===== config.mk =====
export PLATFORM = sky130hd
export DESIGN_NAME = fetch_unit_flat
export DESIGN_NICKNAME = d
export VERILOG_FILES = /design/src/rtl/fetch_unit_if.sv /design/src/rtl/fetch_unit.sv /design/src/flat_wrapper.sv
export SDC_FILE = /design/constraint.sdc
export NUM_CORES = 1
export LEC_CHECK = 0
export ABC_AREA = 1
export BUFFER_PORTS_ARGS = -buffer_cell sky130_fd_sc_hd__buf_2
export CORE_ASPECT_RATIO = 0.6
export CORE_MARGIN = 3
export CORE_UTILIZATION = 51
export DETAILED_ROUTE_END_ITERATION = 8
export PLACE_DENSITY = 0.78
export SYNTH_ARGS = -nofsm -noshare
export SYNTH_HDL_FRONTEND = slang
export SYNTH_SLANG_ARGS = --single-unit
export TNS_END_PERCENT = 30

===== constraint.sdc =====
create_clock -name clk -period 1.65 [get_ports clk]
set_input_delay 0.0825 -clock clk [delete_from_list [all_inputs] [get_ports clk]]
set_output_delay 0.0825 -clock clk [all_outputs]
set_load 0.02 [all_outputs]

===== src/rtl/fetch_unit_if.sv =====
// Bundle of the ROM port plus the fetch-to-decode handshake.
// The master modport is the fetch unit's view; the slave modport is the surrounding pipeline/ROM.
interface fetch_unit_if #(
  parameter int unsigned PC_WIDTH    = 16,
  parameter int unsigned INSTR_WIDTH = 20
);
  logic                   stall;
  logic                   branch_taken;
  logic [PC_WIDTH-1:0]    branch_address;
  logic [PC_WIDTH-1:0]    imem_addr;
  logic                   imem_rd_en;
  logic [INSTR_WIDTH-1:0] imem_rdata;
  logic [INSTR_WIDTH-1:0] instruction_fetch;
  logic [PC_WIDTH-1:0]    pc_mux_output;
  logic                   fetch_valid;
  logic                   halted;
  logic [15:0]            fetch_count;

  modport master (
    input  stall, branch_taken, branch_address, imem_rdata,
    output imem_addr, imem_rd_en, instruction_fetch, pc_mux_output,
           fetch_valid, halted, fetch_count
  );

  modport slave (
    output stall, branch_taken, branch_address, imem_rdata,
    input  imem_addr, imem_rd_en, instruction_fetch, pc_mux_output,
           fetch_valid, halted, fetch_count
  );
endinterface


===== src/rtl/fetch_unit.sv =====
// Instruction-fetch front end: sequences the PC into a 1-cycle synchronous ROM,
// holds on stall, redirects on taken branch and stops on a HALT opcode.
module fetch_unit #(
  parameter int unsigned         PC_WIDTH    = 16,
  parameter int unsigned         INSTR_WIDTH = 20,
  parameter logic [PC_WIDTH-1:0] RESET_PC    = 16'h0000,
  parameter logic [4:0]          HALT_OPCODE = 5'b11111
) (
  input logic          clk,
  input logic          reset,
  fetch_unit_if.master bus
);

  localparam logic [PC_WIDTH-1:0] PC_ONE = {{(PC_WIDTH-1){1'b0}}, 1'b1};

  typedef enum logic [1:0] {
    S_BOOT   = 2'd0,
    S_RUN    = 2'd1,
    S_HALTED = 2'd2
  } state_t;

  state_t              r_state;
  state_t              w_state_next;
  logic [PC_WIDTH-1:0] r_issue_pc;
  logic [PC_WIDTH-1:0] r_out_pc;
  logic                r_out_valid;
  logic [15:0]         r_fetch_count;
  logic [PC_WIDTH-1:0] w_issue_pc_next;
  logic [PC_WIDTH-1:0] w_out_pc_next;
  logic                w_out_valid_next;
  logic                w_halt_word;
  logic                w_accept;

  assign w_halt_word = r_out_valid && (bus.imem_rdata[INSTR_WIDTH-1 -: 5] == HALT_OPCODE);
  assign w_accept    = r_out_valid && !bus.stall;

  // FSM state register
  always_ff @(posedge clk or posedge reset) begin
    if (reset) begin
      r_state <= S_BOOT;
    end else begin
      r_state <= w_state_next;
    end
  end

  // FSM next-state: branch and stall both keep RUN and mask HALT detection
  always_comb begin
    w_state_next = r_state;
    case (r_state)
      S_BOOT:   w_state_next = S_RUN;
      S_RUN: begin
        if (!bus.branch_taken && !bus.stall && w_halt_word) begin
          w_state_next = S_HALTED;
        end else begin
          w_state_next = S_RUN;
        end
      end
      S_HALTED: w_state_next = S_HALTED;
      default:  w_state_next = S_BOOT;
    endcase
  end

  // PC / valid next values for each state
  always_comb begin
    w_out_pc_next    = r_out_pc;
    w_issue_pc_next  = r_issue_pc;
    w_out_valid_next = r_out_valid;
    case (r_state)
      S_BOOT: begin
        w_out_pc_next    = RESET_PC;
        w_issue_pc_next  = RESET_PC + PC_ONE;
        w_out_valid_next = 1'b1;
      end
      S_RUN: begin
        if (bus.branch_taken) begin
          w_out_pc_next    = bus.branch_address;
          w_issue_pc_next  = bus.branch_address + PC_ONE;
          w_out_valid_next = 1'b1;
        end else if (bus.stall) begin
          w_out_pc_next    = r_out_pc;
          w_issue_pc_next  = r_issue_pc;
          w_out_valid_next = r_out_valid;
        end else if (w_halt_word) begin
          w_out_valid_next = 1'b0;
        end else begin
          w_out_pc_next    = r_issue_pc;
          w_issue_pc_next  = r_issue_pc + PC_ONE;
          w_out_valid_next = 1'b1;
        end
      end
      S_HALTED: w_out_valid_next = 1'b0;
      default:  w_out_valid_next = 1'b0;
    endcase
  end

  // PC and valid registers
  always_ff @(posedge clk or posedge reset) begin
    if (reset) begin
      r_issue_pc  <= RESET_PC;
      r_out_pc    <= RESET_PC;
      r_out_valid <= 1'b0;
    end else begin
      r_issue_pc  <= w_issue_pc_next;
      r_out_pc    <= w_out_pc_next;
      r_out_valid <= w_out_valid_next;
    end
  end

  // Saturating count of words accepted by decode (wrong-path and HALT words included)
  always_ff @(posedge clk or posedge reset) begin
    if (reset) begin
      r_fetch_count <= 16'h0000;
    end else if (w_accept && (r_fetch_count != 16'hFFFF)) begin
      r_fetch_count <= r_fetch_count + 16'h0001;
    end else begin
      r_fetch_count <= r_fetch_count;
    end
  end

  // Outputs; the stall re-read keeps imem_rdata stable for the held word
  always_comb begin
    bus.imem_addr = r_issue_pc;
    if ((r_state == S_RUN) && bus.branch_taken) begin
      bus.imem_addr = bus.branch_address;
    end else if (bus.stall && r_out_valid) begin
      bus.imem_addr = r_out_pc;
    end else begin
      bus.imem_addr = r_issue_pc;
    end
    bus.imem_rd_en        = (r_state != S_HALTED);
    bus.instruction_fetch = r_out_valid ? bus.imem_rdata : {INSTR_WIDTH{1'b0}};
    bus.pc_mux_output     = r_out_pc;
    bus.fetch_valid       = r_out_valid;
    bus.halted            = (r_state == S_HALTED);
    bus.fetch_count       = r_fetch_count;
  end

endmodule


===== src/flat_wrapper.sv =====
// flat-port wrapper written by rule: the top's interface ports become plain ports
module fetch_unit_flat 
#(
  parameter int unsigned         PC_WIDTH    = 16,
  parameter int unsigned         INSTR_WIDTH = 20,
  parameter logic [PC_WIDTH-1:0] RESET_PC    = 16'h0000,
  parameter logic [4:0]          HALT_OPCODE = 5'b11111
)
  (clk, reset, bus_stall, bus_branch_taken, bus_branch_address, bus_imem_rdata, bus_imem_addr, bus_imem_rd_en, bus_instruction_fetch, bus_pc_mux_output, bus_fetch_valid, bus_halted, bus_fetch_count);
  fetch_unit_if #(.PC_WIDTH(PC_WIDTH), .INSTR_WIDTH(INSTR_WIDTH)) bus_i ();
  input logic clk;
  input logic reset;
  input wire logic [$bits(bus_i.stall)-1:0] bus_stall;
  input wire logic [$bits(bus_i.branch_taken)-1:0] bus_branch_taken;
  input wire logic [$bits(bus_i.branch_address)-1:0] bus_branch_address;
  input wire logic [$bits(bus_i.imem_rdata)-1:0] bus_imem_rdata;
  output wire logic [$bits(bus_i.imem_addr)-1:0] bus_imem_addr;
  output wire logic [$bits(bus_i.imem_rd_en)-1:0] bus_imem_rd_en;
  output wire logic [$bits(bus_i.instruction_fetch)-1:0] bus_instruction_fetch;
  output wire logic [$bits(bus_i.pc_mux_output)-1:0] bus_pc_mux_output;
  output wire logic [$bits(bus_i.fetch_valid)-1:0] bus_fetch_valid;
  output wire logic [$bits(bus_i.halted)-1:0] bus_halted;
  output wire logic [$bits(bus_i.fetch_count)-1:0] bus_fetch_count;
  assign bus_i.stall = bus_stall;
  assign bus_i.branch_taken = bus_branch_taken;
  assign bus_i.branch_address = bus_branch_address;
  assign bus_i.imem_rdata = bus_imem_rdata;
  assign bus_imem_addr = bus_i.imem_addr;
  assign bus_imem_rd_en = bus_i.imem_rd_en;
  assign bus_instruction_fetch = bus_i.instruction_fetch;
  assign bus_pc_mux_output = bus_i.pc_mux_output;
  assign bus_fetch_valid = bus_i.fetch_valid;
  assign bus_halted = bus_i.halted;
  assign bus_fetch_count = bus_i.fetch_count;
  fetch_unit #(.PC_WIDTH(PC_WIDTH), .INSTR_WIDTH(INSTR_WIDTH), .RESET_PC(RESET_PC), .HALT_OPCODE(HALT_OPCODE)) u_core (.clk(clk), .reset(reset), .bus(bus_i));
endmodule

## After elaboration in Yosys (flattened, before gate mapping)

Cells that the tools add are included.
Widths: inputs -> output; s select.

- Memory bits (read-only): 0
- Bits of input ports: 40
- Latch bits: 0
- Word-level logic and storage cells: 44
- Output and inout bits: 71
- Memories: 0
- Bits in registers: 51
- RAM bits: 0

- Multipliers: 0
- Multiplexer cells: 17
- Reduce and logical (&&, ||, !) cells: 12
- Shift-type cells: 0
- Eq/ne operators: 7
- Magnitude comparators: 0
- Bitwise operators: 0
- Divide/modulo/power cells: 0
- Add/subtract/negate cells: 3

Operators with widths:

| operator | number |
|---|---|
| $mux 16 | 8 |
| $pmux 16 s2 | 2 |
| $add 16x1->16 const B | 3 |
| $mux 20 | 1 |
| $ne 16x16->1 const B | 1 |
| $logic_and 1x1->1 | 7 |
| $ne 3x3->1 const B | 2 |
| $pmux 2 s3 | 1 |
| $eq 5x5->1 const B | 1 |
| $mux 1 | 3 |
| $reduce_and 3->1 | 1 |
| $eq 2x1->1 const B | 1 |
| $eq 2x2->1 const B | 1 |
| $logic_not 1->1 | 2 |
| $logic_not 2->1 | 1 |
| $mux 2 | 1 |
| $ne 2x2->1 const B | 1 |
| $pmux 1 s2 | 1 |
| $reduce_bool 2->1 | 1 |

## Depth between registers and ports, before layout

Gate-level depths: netlist (run 1).

- Word-level depth: 6
- Depth in mapped cells: 14
- Gate-level depth less buffers: 11

## Worst setup path before layout (run 1)

Ideal clock, no wire load.

- Path type: flip-flop to flip-flop
- Start: reg u_core.r_fetch_count[0] (netlist: u_core.bus.fetch_count[0])
- End: reg u_core.r_fetch_count[15] (netlist: u_core.bus.fetch_count[15])
- Required time: 1.524 ns
- Library setup time: 0.126 ns
- Arrival: 1.542 ns
- Buffers on the path: 1
- Stages on the path, launching flop included: 10
- Clock period less this slack: 1.668 ns
- Path slack: -0.018 ns
- Cell sequence: dfrtp_1 ha_1 nand3_1 inv_1 nand4_1 nand2_2 inv_2 buf_4 nand2_1 o21ai_0

- Longest elaborated chain between the ends: 2
- Elaborated cells on any way between the ends: 3
- Classes of those cells: add/sub (1); eq/ne (1); reduce/logical (1)

Ends and longest elaborated chain:

| element | RTL line | text |
|---|---|---|
| start: declaration | fetch_unit.sv:27 | `logic [15:0] r_fetch_count;` |
| start signal: assignment | fetch_unit.sv:114 | `r_fetch_count <= r_fetch_count + 16'h0001;` |
| start signal: assignment | fetch_unit.sv:116 | `r_fetch_count <= r_fetch_count;` |
| parallel branches: the longest is 2 deep, another holds $add 16x1->16 | n/a |  |

Several ways; the timed one is not identified.
A chain may end at the register's enable or synchronous reset.

## Final worst setup path (run 1)

- Start: reg u_core.r_out_valid (netlist: u_core.bus.fetch_valid)
- End: out bus_imem_addr[6]

- Longest elaborated chain between the ends: 3

Ends and longest elaborated chain:

| element | RTL line | text |
|---|---|---|
| start: declaration | fetch_unit.sv:26 | `logic r_out_valid;` |
| start signal: assignment | fetch_unit.sv:105 | `r_out_valid <= w_out_valid_next;` |
| $logic_and 1x1->1 | fetch_unit.sv:125 | `end else if (bus.stall && r_out_valid) begin` |
| $mux 16 | fetch_unit.sv:125 |  |
| $mux 16 | fetch_unit.sv:123 | `if ((r_state == S_RUN) && bus.branch_taken) begin` |
| end: declaration | flat_wrapper.sv:17 | `output wire logic [$bits(bus_i.imem_addr)-1:0] bus_imem_addr;` |

Every way passes these cells.

==> results.md, run 1 <==
Floorplan:
- After floorplanning, the core was sized to cover 0.00630 mm^2.
- The die covers between 0.007 and 0.008 mm^2.
- For this design the top-level I/O count stands at 111.
- The floorplan step set the die height to 69.4 um.
- The initial core utilization is 0.542.
- The die outline width is 112 um.
- Row generation in the floorplan step produced 22 rows.

Cells and area:
- The most common cell after layout, fill and taps aside is sky130_fd_sc_hd__nand2_1.
- The layout overhead on the synthesized area is 34.8%.
- The final-stage net count is 696.
- The number of fill cells is 520.
- The final instance area is around 0.0046 mm^2.
- The number of antenna diodes is 0.
- The filler-free cell count of the finished design is 739.
- In the layout the commonest cells are 191 x sky130_fd_sc_hd__nand2_1, 98 x sky130_fd_sc_hd__buf_2, 67 x sky130_fd_sc_hd__inv_1.
- In the final layout, the share of cells above drive strength 1 is 0.311.

Status:
- The final reports fail on negative setup slack.
- The run finished, with violations left.

Clock network:
- The H-tree generated during clock tree synthesis spans 2 levels.
- At the later pin of the worst-skew pair, clock insertion delay measures 0.31 ns.
- The maximum buffer depth of the clock tree is 2.
- The number of clock buffers inserted by TritonCTS is 5.
- The clock tree from TritonCTS is yes.
- After clock tree synthesis, the clock-pin slew on the worst setup and hold paths is ~0.1 ns.
- CTS saw 51 sinks.
- In this run the clock root is driven by a sky130_fd_sc_hd__clkbuf_8.

Yosys:
- The post-synthesis mux area share is 0.
- Of the synthesized area, sequential elements account for 0.374.
- The number of different library cells used by synthesis comes to 26.
- The share of the synthesized netlist area taken by xor and xnor gates is 0.0462.
- The proportion of register bits with asynchronous set or reset after synthesis is 1.00.
- For this run, the leading register cell type out of synthesis is sky130_fd_sc_hd__dfrtp_1.
- The register bit total from synthesis is approximately 50.
- The number of synthesized flops with an enable pin is 0.
- The average instance area after synthesis is 6.58 um^2.
- The number of instances in the synthesized netlist is 519.
- After synthesis, the largest family of logic cells by area is simple AND/OR/NAND/NOR gates.
- The post-synthesis simple-gate area fraction is 0.350.
- The post-synth design cell area is 0.00342 mm^2.
- The adder and majority gate portion of the synthesized area is 0.00733.
- The compound-gate portion of the synthesized area was 0.106.
- During synthesis, Yosys emitted a total of 0 warnings.
- When the netlist entered floorplanning its net count stood at 561.

Worst setup path:
- On the worst path, the slowest cell contributes a delay of 0.40 ns.
- For this design, the slowest cell found on the critical path is sky130_fd_sc_hd__dfrtp_1.
- The worst setup path is captured at a primary output.
- Walking the worst path, the cells encountered are nand2_1, inv_1, buf_8, o21ai_0, o22ai_2, buf_4.
- The data arrival time of the worst path is 1.61 ns.
- The category of cells accounting for the largest share of critical-path delay is buffers and inverters.
- The startpoint type of the worst setup path is a flip-flop.
- The combined buffer and inverter count along the critical path is 3.
- At the worst endpoint, the required time is 1.57 ns.
- The critical register-to-register path startpoint is u_core.bus.fetch_valid.
- The critical path is of the reg -> out type.
- The maximum net fanout on the critical path is 14.
- Tracing the worst setup path back leads to its startpoint at u_core.bus.fetch_valid.

GRT:
- The number of antenna violations at the first check in global routing came to 0.
- The pin count of the biggest net entering global routing is 52.
- The total grt overflow is 0.
- The global-route wire length before repair is 17600 um.
- The via count of the first global-routing pass was roughly 3600.
- In the global route stage, overall resource usage came out at 0.271.

Timing:
- The shortest clock period the worst path allows after layout is roughly 1.7 ns.
- Setup repair after global routing could not meet its margin everywhere.
- The post-route clock period utilization is 1.03.
- For this run, the top clock speed supported by timing is 590 MHz.
- The largest clock skew in the final design is between 0.01 and 0.015 ns.
- The worst-case hold slack is 0.0987 ns.
- For the pin with the worst max-slew slack, the measured transition is 0.462 ns.
- The final-report hold violation count is 0.
- The worst path setup slack after routing is -0.0440 ns.
- The final-report max-slew violation count is 0.
- The worst slew slack as a fraction of its limit is 0.690.
- After routing, the total negative slack on setup checks comes to -0.158 ns.
- Setup violations remaining at the end of the flow were counted as 5.

Route:
- The violation count after the first detailed-routing iteration is 442.
- The first TritonRoute pass finished after 5 iterations.
- The number of vias per cell is 5.44.
- The DRC violation count after routing is 0.
- The total detailed-routing wirelength is 11100 um.
- In the final routed layout, each cell accounts on average for 15.1 um.
- The detail route stage leaves a number of antenna-violating nets equal to 0.
- Summing over every cut layer, the via total after detailed routing is 4022.

Placement:
- The number of cells in the design after placement is 715.
- The area of placed instances is 0.00415 mm^2.
- Detailed placement ended at an HPWL of 7760 um.
- The count of buffers inserted at the top-level ports is 110.
- The placer congestion estimate is about 0.93.

Min path:
- The path class of the tightest hold or removal check is in -> reg.
- The hold path startpoint is bus_stall.

Run:
- Max-cap violations in this run came to 0.

Power and ir drop:
- The worst-case IR drop observed on VDD is around 870 uV.
- In this run the power density over the cells is 924 mW/mm^2.
- The analysis attributes to cell leakage a power of 2.54 nW.
- Total power for the finished layout comes to ~4.3 mW.
[timing repair]
action / 4_1_cts / 5_1_grt
resized for setup: 30 / 31
hold buffers: 1 / 0
hold endpoints to repair: 51 / 0
buffers inserted: 7 / 6
pin swaps: 3 / 13
gates cloned: 1 / 1
endpoints found under the setup margin: 21 / 40
[cells in the mapped netlist (7+ instances only)]
library cell / instances / area (um^2)
sky130_fd_sc_hd__nand2_1: 192 / 721
sky130_fd_sc_hd__inv_1: 71 / 267
sky130_fd_sc_hd__dfrtp_1: 51 / 1280
sky130_fd_sc_hd__nor2_1: 44 / 165
sky130_fd_sc_hd__o21ai_0: 42 / 210
sky130_fd_sc_hd__nand3_1: 24 / 120
sky130_fd_sc_hd__xor2_1: 13 / 114
sky130_fd_sc_hd__o22ai_1: 12 / 75.1
sky130_fd_sc_hd__clkbuf_1: 7 / 26.3
sky130_fd_sc_hd__nand2_2: 7 / 43.8
[final timing paths]
path / endpoint / slack (ns) / cells after the start
setup / recovery: bus_imem_addr[6] / -0.04 / 6
hold / removal: u_core.r_state[1] / 0.1 / 4
setup reg to reg: u_core.r_issue_pc[9] / 0.03 / 9
hold reg to reg: u_core.r_issue_pc[8] / 0.52 / 2
max in group asynchronous: u_core.bus.fetch_count[0] / 1.05 / 4
min in group asynchronous: u_core.bus.fetch_count[8] / 0.35 / 4
[flip-flops by register name (all words and copies together), names as in the netlist]
name / cells
u_core.bus.pc_mux_output: 16
u_core.r_issue_pc: 16
u_core.bus.fetch_count: 16
u_core.r_state: 2
u_core.bus.fetch_valid: 1
[routing by layer]
metal | global-route usage | up-vias | share of wire | wire length (um)
li1 | - | 1881 | - | -
met1 | 0.410 | 1880 | 0.45 | 5000
met2 | 0.391 | 248 | 0.43 | 4780
met3 | 0.0663 | 13 | 0.11 | 1230
met4 | 0.0580 | 0 | 0.010 | 112
met5 | 0 | - | 0 | 0
[where the power goes]
part           total (mW)  switching (mW)  internal, mW  leakage (nW)
sequential           1.73           0.246          1.48         0.616
clock               0.722           0.423         0.299        0.0422
combinational        1.80            1.12         0.686          1.89
[cell families (layout without fill, tap and decap cells)]
kind of cell	Yosys count	in the layout
simple gates	288	288
buf+inv	93	229
fa+ha+maj	2	2
compound gates	67	67
xor+xnor	18	18
flops	51	51
[cell type report]
cell class / count / area [um^2] / share of cell area
repair buffers: 147 / 941 / 0.204
flip-flops and latches: 51 / 1280 / 0.277
multi-input cells: 375 / 1920 / 0.416
repair inverters: 1 / 7.51 / 0.00163
inverters: 73 / 278 / 0.0603
well taps: 84 / 105 / 0.0228
clock buffers: 7 / 76.3 / 0.0166
clock inverters: 1 / 5.00 / 0.00109
[worst min-delay path: cells and delay by family]
kind / cells / cell delay [ns]
simple gates: 3 / 0.17
buf+inv: 1 / 0.13
[stage by stage]
stage	util	setup WS, ns
after floorplan	-	0.00647
after global routing	0.731	-0.0999
final	0.731	-0.0440
after detailed placement	0.659	-0.108
after global placement	0.659	-0.0116
after CTS	0.705	0.00486
(Power assumes the default switching activity.)
==> run 2: changes to the inputs <==
--- a/config.mk
+++ b/config.mk
@@ -9,9 +9,9 @@
 export BUFFER_PORTS_ARGS = -buffer_cell sky130_fd_sc_hd__buf_2
 export CORE_ASPECT_RATIO = 0.6
 export CORE_MARGIN = 3
-export CORE_UTILIZATION = 51
+export CORE_UTILIZATION = 35
 export DETAILED_ROUTE_END_ITERATION = 8
-export PLACE_DENSITY = 0.78
+export PLACE_DENSITY = 0.57
 export SYNTH_ARGS = -nofsm -noshare
 export SYNTH_HDL_FRONTEND = slang
 export SYNTH_SLANG_ARGS = --single-unit
==> run 2 against run 1 <==
Effect of this change:
- the run still ends with negative setup slack left
- highest routed layer unchanged
- utilization decreased by 22 points
- sequential power about the same
- largest cell class unchanged
- setup slack improved by 0.035 ns
- non-clock buffer count increased by 1
==> results.md, run 2 (synthesis gave the netlist of run 1 again) <==
Status:
- The run finished, with violations left.
- The checks that failed: negative setup slack.

Floorplan:
- The initial core utilization is 0.366.
- The placeable core region is 0.00932 mm^2.
- The die extent in y is 82.5 um.
- The die outline width is 134 um.
- In this run the count of I/O pins placed on the die edge is 111.
- The floorplan has 27 rows.
- The die area is 0.0110 mm^2.

Worst setup path:
- The critical path data required time is 1.57 ns.
- The most critical setup path has its startpoint at u_core.r_state[0].
- The slowest cell on the critical path is sky130_fd_sc_hd__dfrtp_1.
- For the worst setup path, the data arrival time is 1.58 ns.
- Walking the worst path, the cells encountered are inv_2, nor2_4, nand2_4, bufbuf_16, o22ai_1, buf_4.
- The worst register-to-register path begins at u_core.r_state[0].
- The startpoint type of the worst setup path is a flip-flop.
- The worst setup path is of the reg -> out kind.
- On the worst path, the slowest cell contributes a delay of 0.37 ns.
- The capturing element type of the critical path is a primary output.
- The maximum net fanout on the critical path is 10.

Route:
- The DRC violation count after routing is 0.
- Dividing the detail-routed via count by the number of cells gives ~4.9.
- Before antenna repair, the detailed router went through 5 iterations.
- The vias after detailed routing is 3879.
- The final routed wire length divided by cell count is 14.8 um.
- For this block, the initial DRC count from the detailed router was 344.
- The total detailed-routing wirelength is 11600 um.
- The count of nets left with antenna violations once routing finished came out at 0.

Clock network:
- The clock tree from TritonCTS is yes.
- The clock-pin transition on the worst setup and hold timing paths is 0.07 ns.
- The number of H-tree levels is 2.
- Buffers inserted during clock tree synthesis total 5.
- The clock reaches the later pin of the worst-skew pair after 0.30 ns.
- The cell sitting at the root of the clock tree is a sky130_fd_sc_hd__clkbuf_16.
- The longest clock path from root to sink contains 2 buffers.
- The tree built by TritonCTS fans out to a little over 50 sinks.

Timing:
- The final-report max-slew violation count is 0.
- The final-report hold violation count came to 0.
- Dividing the final minimum period by the clock period gives 1.01.
- The slew of the pin with the lowest slew margin is 0.599 ns.
- Across all setup checks in the final design, the least slack found is -0.00921 ns.
- The worst slew slack as a fraction of its limit is 0.597.
- Setup repair after global routing could not meet its margin everywhere.
- The shortest clock period the worst path allows after layout is 1.66 ns.
- Clock skew on the completed layout was measured at 0.00855 ns.
- The number of setup violations in the final report is 4.
- The maximum clock frequency is 603 MHz.

Power and ir drop:
- Summed over all cells, the static leakage comes to 2.58 nW.
- The total power per unit cell area is around 1000 mW/mm^2.
- The worst IR drop on VDD is 721 uV.

Cells and area:
- The area growth from synthesis to layout is 38.4%.
- The repair_antennas step left the layout with diodes totalling 0.
- In the layout the commonest cells are 189 x sky130_fd_sc_hd__nand2_1, 97 x sky130_fd_sc_hd__buf_2, 66 x sky130_fd_sc_hd__inv_1.
- The final instance area is 0.00473 mm^2.
- Measured on the finished design, the core utilization comes to 0.507.
- Of the cells placed in the final design, the portion with a size suffix greater than 1 is 0.300.
- The most common cell after layout, fill and taps aside is sky130_fd_sc_hd__nand2_1.
- The final-stage net count is 698.

GRT:
- Entering global routing, the biggest net connects 39 pins.
- The via count of the first global-routing pass is about 3400.
- The first global-routing pass estimated 17800 um of wire.
- The total grt overflow is 0.
- The overall routing resource usage is 0.204.
- The number of antenna violations at the first check in global routing was 0.

Min path:
- The class of the tightest hold or removal check is in -> reg.
- The hold path startpoint is bus_stall.

Placement:
- The area of placed instances is 0.00424 mm^2.
- Routability-driven placement finished with a final weighted congestion of 0.911.
- The detailed-placement wirelength estimate is 8240 um.
- Input and output buffers added on the ports amount to 110.

Run:
- The max-cap check violation count is 0.
[run 2: cell count changes in the layout (fill, tap and decap cells not counted), sizes merged]
| cell | change |
|---|---|
| bufbuf | +1 |
| bufinv | +1 |
| clkbuf | -2 |
| clkinv | +1 |
| nand2 | +1 |
[run 2: report_power, final]
part,switching (mW),internal [mW]
clock network,0.511,0.717
logic,1.11,0.694
registers,0.231,1.48
total,1.85,2.90
[run 2: path summary, 6_finish.rpt]
check | end | cells after the start | slack (ns)
worst max-delay path | bus_imem_addr[15] | 6 | -0.009
worst min-delay path | u_core.r_state[1] | 4 | 0.11
worst max register to register | u_core.r_issue_pc[11] | 9 | 0.01
worst min register to register | u_core.r_issue_pc[7] | 2 | 0.50
max in group asynchronous | u_core.r_issue_pc[3] | 4 | 0.84
min in group asynchronous | u_core.bus.fetch_count[1] | 3 | 0.29
[run 2: area by class of cell]
type                            instances  area, um^2
Clock buffer                            5         125
Clock inverter                          3        43.8
Multi-Input combinational cell        376        1840
Timing Repair inverter                  1        7.51
Sequential cell                        51        1280
Fill cell                             947        4600
Timing Repair Buffer                  148         991
Inverter                               73         278
Tap cell                              130         163
[run 2: worst max-delay path, delay by kind of cell, from the launching register on]
kind | cells | cell delay, ns
buf+inv | 3 | 0.53
simple gates | 2 | 0.23
compound gates | 1 | 0.15
flops | 1 | 0.37
[run 2: timing repair]
item                                    in CTS  in global routing
setup buffers                                3                  8
gates resized for setup                     21                 37
gates cloned                                 1                  2
hold buffers                                 1                  0
endpoints found under the setup margin      20                 40
hold endpoints to repair                    13                  0
pin swaps                                    1                  8
[run 2: per-layer routing]
metal  track usage  share of wire  vias up
met4        0.0472         0.0076        0
met5             0              0        -
li1              -              -     1893
met2         0.287           0.38      181
met3        0.0418          0.095        9
met1         0.315           0.51     1796
[run 2: stage by stage]
step                setup TNS, ns  total power [mW]  setup WS (ns)  hold slack [ns]  cells
finish                    -0.0272              4.75       -0.00921            0.109    787
global route                -1.36              5.03        -0.0810            0.133    787
CTS                             0              4.63       0.000925           0.0977    777
detailed placement         -0.167              3.33        -0.0550           0.0718    764
global placement           -0.140              3.33        -0.0432           0.0664    764
floorplan                       0              2.72        0.00647            0.241    519
